<file path="src/rtl/lutram_port_arbiter.sv">
// lutram_port_arbiter
//   Shares one single-port distributed-RAM buffer among NUM_PORTS requesters
//   (layer engines, loader, readout). Round-robin arbitration with an optional
//   burst lock. The granted port drives the RAM in the same cycle; read data
//   comes back one cycle later with a one-hot rvalid naming the owning port.
//
// Ports
//   clk, rst_n          clock (rising edge), asynchronous active-low reset
//   req/we/lock         per-port request, write(1)/read(0), burst lock
//   addr, wdata         per-port address / write data, packed port-major
//   gnt                 one-hot grant (combinational)
//   rvalid, rdata       one-hot read-valid (registered), broadcast read data
//   ram_*               single-port RAM interface (registered read data in)
module lutram_port_arbiter #(
  parameter int NUM_PORTS  = 4,
  parameter int PORT_BITS  = 2,
  parameter int WIDTH      = 8,
  parameter int DEPTH      = 784,
  parameter int DEPTH_BITS = 10
) (
  input  logic                          clk,
  input  logic                          rst_n,
  input  logic [NUM_PORTS-1:0]          req,
  input  logic [NUM_PORTS-1:0]          we,
  input  logic [NUM_PORTS-1:0]          lock,
  input  logic [NUM_PORTS*DEPTH_BITS-1:0] addr,
  input  logic [NUM_PORTS*WIDTH-1:0]    wdata,
  output logic [NUM_PORTS-1:0]          gnt,
  output logic [NUM_PORTS-1:0]          rvalid,
  output logic [WIDTH-1:0]              rdata,
  output logic                          ram_write_en,
  output logic                          ram_read_en,
  output logic [DEPTH_BITS-1:0]         ram_write_address,
  output logic [DEPTH_BITS-1:0]         ram_read_address,
  output logic [WIDTH-1:0]              ram_write_data_in,
  input  logic [WIDTH-1:0]              ram_read_data_out
);

  logic [PORT_BITS-1:0]  rr_ptr_reg,   rr_ptr_next;
  logic                  lock_own_reg, lock_own_next;
  logic [PORT_BITS-1:0]  lock_id_reg,  lock_id_next;
  logic [NUM_PORTS-1:0]  rvalid_reg,   rvalid_next;

  logic                  gnt_any;
  logic [PORT_BITS-1:0]  gnt_idx;
  logic                  lock_hold;
  logic [PORT_BITS:0]    cand_sum;
  logic [PORT_BITS-1:0]  cand;

  logic [DEPTH_BITS-1:0] addr_arr  [NUM_PORTS];
  logic [WIDTH-1:0]      wdata_arr [NUM_PORTS];

  genvar gi;
  generate
    for (gi = 0; gi < NUM_PORTS; gi++) begin : g_unpack
      assign addr_arr[gi]  = addr[gi*DEPTH_BITS +: DEPTH_BITS];
      assign wdata_arr[gi] = wdata[gi*WIDTH +: WIDTH];
    end
  endgenerate

  // Grant selection. The lock owner wins while it keeps requesting; otherwise
  // scan from rr_ptr upward (mod NUM_PORTS). The scan runs from the farthest
  // offset down so the nearest requester is the last, winning assignment.
  // No grant is issued while reset is asserted, so the RAM stays idle.
  always_comb begin
    gnt_any   = 1'b0;
    gnt_idx   = '0;
    lock_hold = 1'b0;
    cand_sum  = '0;
    cand      = '0;
    if (rst_n) begin
      if (lock_own_reg && req[lock_id_reg]) begin
        gnt_any   = 1'b1;
        gnt_idx   = lock_id_reg;
        lock_hold = 1'b1;
      end else begin
        for (int k = NUM_PORTS - 1; k >= 0; k--) begin
          cand_sum = {1'b0, rr_ptr_reg} + (PORT_BITS+1)'(k);
          if (cand_sum >= (PORT_BITS+1)'(NUM_PORTS))
            cand_sum = cand_sum - (PORT_BITS+1)'(NUM_PORTS);
          cand = cand_sum[PORT_BITS-1:0];
          if (req[cand]) begin
            gnt_any = 1'b1;
            gnt_idx = cand;
          end
        end
      end
    end
  end

  assign gnt = gnt_any ? (NUM_PORTS'(1) << gnt_idx) : '0;

  // RAM drive from the granted port; buses are zeroed when idle.
  assign ram_write_en      = gnt_any &  we[gnt_idx];
  assign ram_read_en       = gnt_any & ~we[gnt_idx];
  assign ram_write_address = gnt_any ? addr_arr[gnt_idx]  : '0;
  assign ram_read_address  = gnt_any ? addr_arr[gnt_idx]  : '0;
  assign ram_write_data_in = gnt_any ? wdata_arr[gnt_idx] : '0;

  assign rdata  = ram_read_data_out;
  assign rvalid = rvalid_reg;

  always_comb begin
    rr_ptr_next   = rr_ptr_reg;
    lock_own_next = lock_own_reg;
    lock_id_next  = lock_id_reg;
    rvalid_next   = ram_read_en ? gnt : '0;
    if (gnt_any) begin
      // A grant that merely continues a burst does not advance fairness.
      if (!lock_hold)
        rr_ptr_next = (gnt_idx == PORT_BITS'(NUM_PORTS - 1)) ? '0 : gnt_idx + 1'b1;
      lock_own_next = lock[gnt_idx];
      if (lock[gnt_idx])
        lock_id_next = gnt_idx;
    end else begin
      // No grant at all implies the owner (if any) dropped its request.
      lock_own_next = 1'b0;
    end
  end

  always_ff @(posedge clk or negedge rst_n) begin
    if (!rst_n) begin
      rr_ptr_reg   <= '0;
      lock_own_reg <= 1'b0;
      lock_id_reg  <= '0;
      rvalid_reg   <= '0;
    end else begin
      rr_ptr_reg   <= rr_ptr_next;
      lock_own_reg <= lock_own_next;
      lock_id_reg  <= lock_id_next;
      rvalid_reg   <= rvalid_next;
    end
  end

endmodule

</file>
<file path="config.mk">
export PLATFORM = sky130hd
export DESIGN_NAME = lutram_port_arbiter
export DESIGN_NICKNAME = d
export VERILOG_FILES = /design/src/rtl/lutram_port_arbiter.sv
export SDC_FILE = /design/constraint.sdc
export NUM_CORES = 1
export LEC_CHECK = 0
export CORE_MARGIN = 3
export CORE_UTILIZATION = 32
export DETAILED_ROUTE_END_ITERATION = 16
export PLACE_DENSITY = 0.82
export SYNTH_ARGS = -nofsm -noshare
export SYNTH_HDL_FRONTEND = slang
export SYNTH_SLANG_ARGS = --single-unit
</file>
<file path="constraint.sdc">
create_clock -name clk -period 4.35 [get_ports clk]
set_input_delay 1.305 -clock clk [delete_from_list [all_inputs] [get_ports clk]]
set_output_delay 1.305 -clock clk [all_outputs]
set_load 0.005 [all_outputs]
</file>
==> metrics.txt <==
# TYPE chip_impl_metric gauge
chip_impl_info{name="most_frequent_cells_in_the_layout",value="84 x clkdlybuf4s50_1, 41 x nand2_1, 40 x buf_4, 23 x buf_2, 18 x o211a_1"} 1
chip_impl_metric{name="cts.sinks",unit=""} 9
chip_impl_metric{name="remaining_drc_errors",unit=""} 0
chip_impl_info{name="tritoncts",value="yes"} 1
chip_impl_metric{name="flow.area_growth_from_synthesis",unit="%"} 113
chip_impl_metric{name="initial_core_util",unit="%"} 33.4
chip_impl_metric{name="placement_rows",unit=""} 25
chip_impl_info{name="family_with_the_most_delay_on_the_worst_path",value="buffers and inverters"} 1
chip_impl_metric{name="timing_worst_slew_pin_value",unit="ns"} 0.395
chip_impl_metric{name="timing.final.crit_share",unit="%"} 98.8
chip_impl_metric{name="wl_per_cell",unit="um"} 17.8
chip_impl_metric{name="initialDrtViolationCount",unit=""} 130
chip_impl_metric{name="synth.lib_cells_used.distinct",unit=""} 42
chip_impl_metric{name="gr_usage_total",unit="%"} 23.5
chip_impl_metric{name="final-hold-violation-count",unit=""} 0
chip_impl_metric{name="critical_path_depth",unit=""} 10
chip_impl_info{name="path_common_cell",value="buf_4"} 1
chip_impl_metric{name="skew",unit="ns"} 0.00212
chip_impl_metric{name="number_of_port_buffers",unit=""} 123
chip_impl_metric{name="timing.final.ws_setup",unit="ns"} 0.0542
chip_impl_metric{name="setup-violations-final",unit=""} 0
chip_impl_info{name="outcome",value="completed"} 1
chip_impl_metric{name="drv_slew",unit=""} 0
chip_impl_metric{name="routed_wl",unit="mm"} 7.33
chip_impl_metric{name="post_synth.cell_area_avg",unit="um^2"} 7.99
chip_impl_metric{name="grt_first_pass_wirelength",unit="mm"} 11.3
chip_impl_metric{name="largest_net_degree_at_the_start_of_global_routing",unit=""} 24
chip_impl_metric{name="critPathRequiredTime",unit="ns"} 3.04
chip_impl_metric{name="vias_per_cell",unit=""} 5.44
chip_impl_info{name="timing.critical_path.slowest_stage_cell",value="a311oi_2"} 1
chip_impl_metric{name="grt_antenna_before_repair",unit=""} 0
chip_impl_metric{name="layout_min_cycle_time",unit="ns"} 4.30
chip_impl_metric{name="routed-via-count",unit=""} 2243
chip_impl_metric{name="largest_reg_flops",unit=""} 4
chip_impl_metric{name="clock_insertion_delay_worst_skew",unit="ns"} 0.23
chip_impl_metric{name="clk_path_buf_depth",unit=""} 2
chip_impl_metric{name="synth_area",unit="mm^2"} 0.00159
chip_impl_metric{name="final_layout_size_suffix_gt1_share",unit="%"} 37.4
chip_impl_metric{name="ys_seq_elements",unit=""} 9
chip_impl_metric{name="timing.setup.tns",unit="ns"} 0
chip_impl_metric{name="ir_drop",unit="uV"} 197
chip_impl_metric{name="antennaDiodeCount",unit=""} 0
chip_impl_metric{name="relSlewSlack",unit="%"} 73.6
chip_impl_metric{name="depth_of_the_worst_register_to_register_path",unit=""} 9
chip_impl_info{name="cts.root.buffer_cell",value="clkbuf_8"} 1
chip_impl_metric{name="timing.max_cap.violations",unit=""} 0
chip_impl_metric{name="crit_path_max_incr_delay",unit="ns"} 0.27
chip_impl_metric{name="height_of_the_die",unit="um"} 76.5
chip_impl_metric{name="cp.buffers_inverters",unit=""} 6
chip_impl_metric{name="place_hpwl",unit="mm"} 4.82
chip_impl_metric{name="synth.yosys.seq_area_share",unit="%"} 14.2
chip_impl_metric{name="pre_cts_slack",unit="ns"} -0.817
chip_impl_metric{name="ioPinCount",unit=""} 140
chip_impl_metric{name="finalCoreUtilization",unit="%"} 71.3
chip_impl_metric{name="cts_made_buffers",unit=""} 3
chip_impl_metric{name="cp_max_fo",unit=""} 10
chip_impl_info{name="timing.critical_path.cells",value="buf_4 > mux2i_4 > buf_4 > o22a_1 > o22ai_4 > buf_6 > buf_16 > buf_4 > a311oi_2 > buf_2"} 1
chip_impl_info{name="critical_path_class",value="in -> out"} 1
chip_impl_info{name="setup.worst_path.start_class",value="input port"} 1
chip_impl_metric{name="leakage",unit="nW"} 1.58
chip_impl_metric{name="drtAntennaViolNets",unit=""} 0
chip_impl_info{name="worstSetupEndpointType",value="output pin"} 1
chip_impl_info{name="hp-class",value="reg -> reg"} 1
chip_impl_metric{name="chipWidth",unit="um"} 76.5
chip_impl_metric{name="max_clock_freq",unit="GHz"} 0.233
chip_impl_metric{name="syn_nets",unit=""} 297
chip_impl_metric{name="cts_htree_levels",unit=""} 1
chip_impl_metric{name="die-area",unit="mm^2"} 0.00585
chip_impl_info{name="layout_commonest_cell",value="clkdlybuf4s50_1"} 1
chip_impl_metric{name="report.power.total",unit="mW"} 1.29
chip_impl_metric{name="fin_nets",unit=""} 444
chip_impl_metric{name="via_count_of_the_first_global_routing_pass",unit=""} 2285
chip_impl_metric{name="clk_pin_slew",unit="ns"} 0.04
chip_impl_metric{name="place_congestion",unit=""} 0.905
chip_impl_metric{name="drt_pass1_iterations",unit=""} 4
chip_impl_metric{name="synthCells",unit=""} 199
chip_impl_metric{name="hold_depth",unit=""} 1
chip_impl_metric{name="post_cts_hold_buffer_count",unit=""} 0
chip_impl_metric{name="gr-total-overflow",unit=""} 0
chip_impl_metric{name="yosys_warnings",unit=""} 0
chip_impl_metric{name="critical_path_arrival",unit="ns"} 2.99
chip_impl_metric{name="placeableCoreArea",unit="mm^2"} 0.00475
chip_impl_metric{name="power_density_over_the_cells",unit="mW/mm^2"} 382
==> through the flow <==
step	instance area (um^2)	instances	hold slack (ns)
2_1_floorplan	1590	199	0.489
3_3_place_gp	2920	378	0.517
3_5_place_dp	2920	378	0.541
4_1_cts	3340	409	0.549
5_1_grt	3390	412	0.594
6_report	3390	412	0.554
==> worst reg2reg max path, cell delays in order (launching register included) <==
cell	delay, ns
dfrtp_1	0.52
mux2i_4	0.33
buf_4	0.17
o221ai_4	0.11
o22ai_4	0.26
buf_12	0.17
inv_4	0.05
buf_4	0.14
mux2i_1	0.13
a211o_1	0.29
==> cell families after synthesis <==
family	Yosys count	share of synthesized area [%]
and+or+nand+nor	55	15.3
DFF	9	14.2
muxes	6	3.86
buffers and inverters	43	17.8
AOI/OAI and AO/OA	82	45.8
adders and majority gates	4	3.15
==> synthesized netlist by cell type, drive strengths merged <==
| master | number | share of area [%] |
|---|---|---|
| o21ai | 2 | 0.63 |
| o211a | 18 | 11 |
| o21a | 2 | 1.4 |
| nor3b | 2 | 0.94 |
| a211o | 1 | 0.55 |
| mux2 | 1 | 0.71 |
| o211ai | 6 | 3.5 |
| o32ai | 1 | 1.0 |
| a32o | 1 | 0.63 |
| buf | 32 | 15 |
| o221ai | 2 | 1.1 |
| a21oi | 1 | 0.31 |
| o41a | 1 | 0.71 |
| o41ai | 1 | 1.0 |
| a311oi | 18 | 9.9 |
| a21boi | 6 | 2.8 |
| o31a | 1 | 0.55 |
| dfrtp | 9 | 14 |
| o22a | 1 | 0.55 |
| nand3 | 1 | 0.31 |
| mux2i | 5 | 3.1 |
| nor2 | 1 | 0.24 |
| and3 | 1 | 0.39 |
| and2 | 4 | 1.6 |
| nor2b | 2 | 0.79 |
| clkbuf | 5 | 1.2 |
| nand4 | 1 | 0.39 |
| a211oi | 18 | 8.5 |
| inv | 6 | 1.6 |
| o21bai | 1 | 0.47 |
| ha | 4 | 3.1 |
| nand2b | 1 | 0.39 |
| o22ai | 1 | 0.79 |
| or3b | 1 | 0.55 |
| nand2 | 41 | 9.7 |
==> layer usage <==
metal / share of wire, % / GRT usage (%)
met5: 0 / 0
met4: 0.98 / 5.07
met3: 6.5 / 4.02
met2: 56 / 45.6
met1: 36 / 26.3
==> power by group <==
| group | internal, mW | switching (mW) | total, mW |
|---|---|---|---|
| sequential | 0.109 | 0.0438 | 0.152 |
| clock | 0.0638 | 0.0323 | 0.0961 |
| combinational | 0.587 | 0.459 | 1.05 |
| total | 0.759 | 0.536 | 1.29 |
==> area by class of cell <==
class / instances / area [um^2]
clock buffer: 4 / 45.0
fill: 374 / 1370
inverter: 6 / 27.5
multi-input combinational: 147 / 1330
sequential: 9 / 225
tap: 67 / 83.8
timing repair buffer: 179 / 1680
==> final timing paths <==
path | endpoint | slack (ns) | start
min in group asynchronous | rr_ptr_reg[0] | 1.26 | rst_n
worst max-delay path | ram_read_address[0] | 0.05 | req[2]
worst min-delay path | lock_id_reg[1] | 0.55 | lock_id_reg[1]
worst max register to register | lock_id_reg[1] | 2.08 | lock_id_reg[0]
max in group asynchronous | lock_own_reg | 2.94 | rst_n
worst min register to register | lock_id_reg[1] | 0.55 | lock_id_reg[1]
==> what timing repair did <==
action	CTS	global route
pin swaps	30	10
setup buffers	27	5
cloned	3	0
resized for setup	170	25
setup endpoints to repair	34	30
No activity file was read; power rests on OpenSTA's default activity.
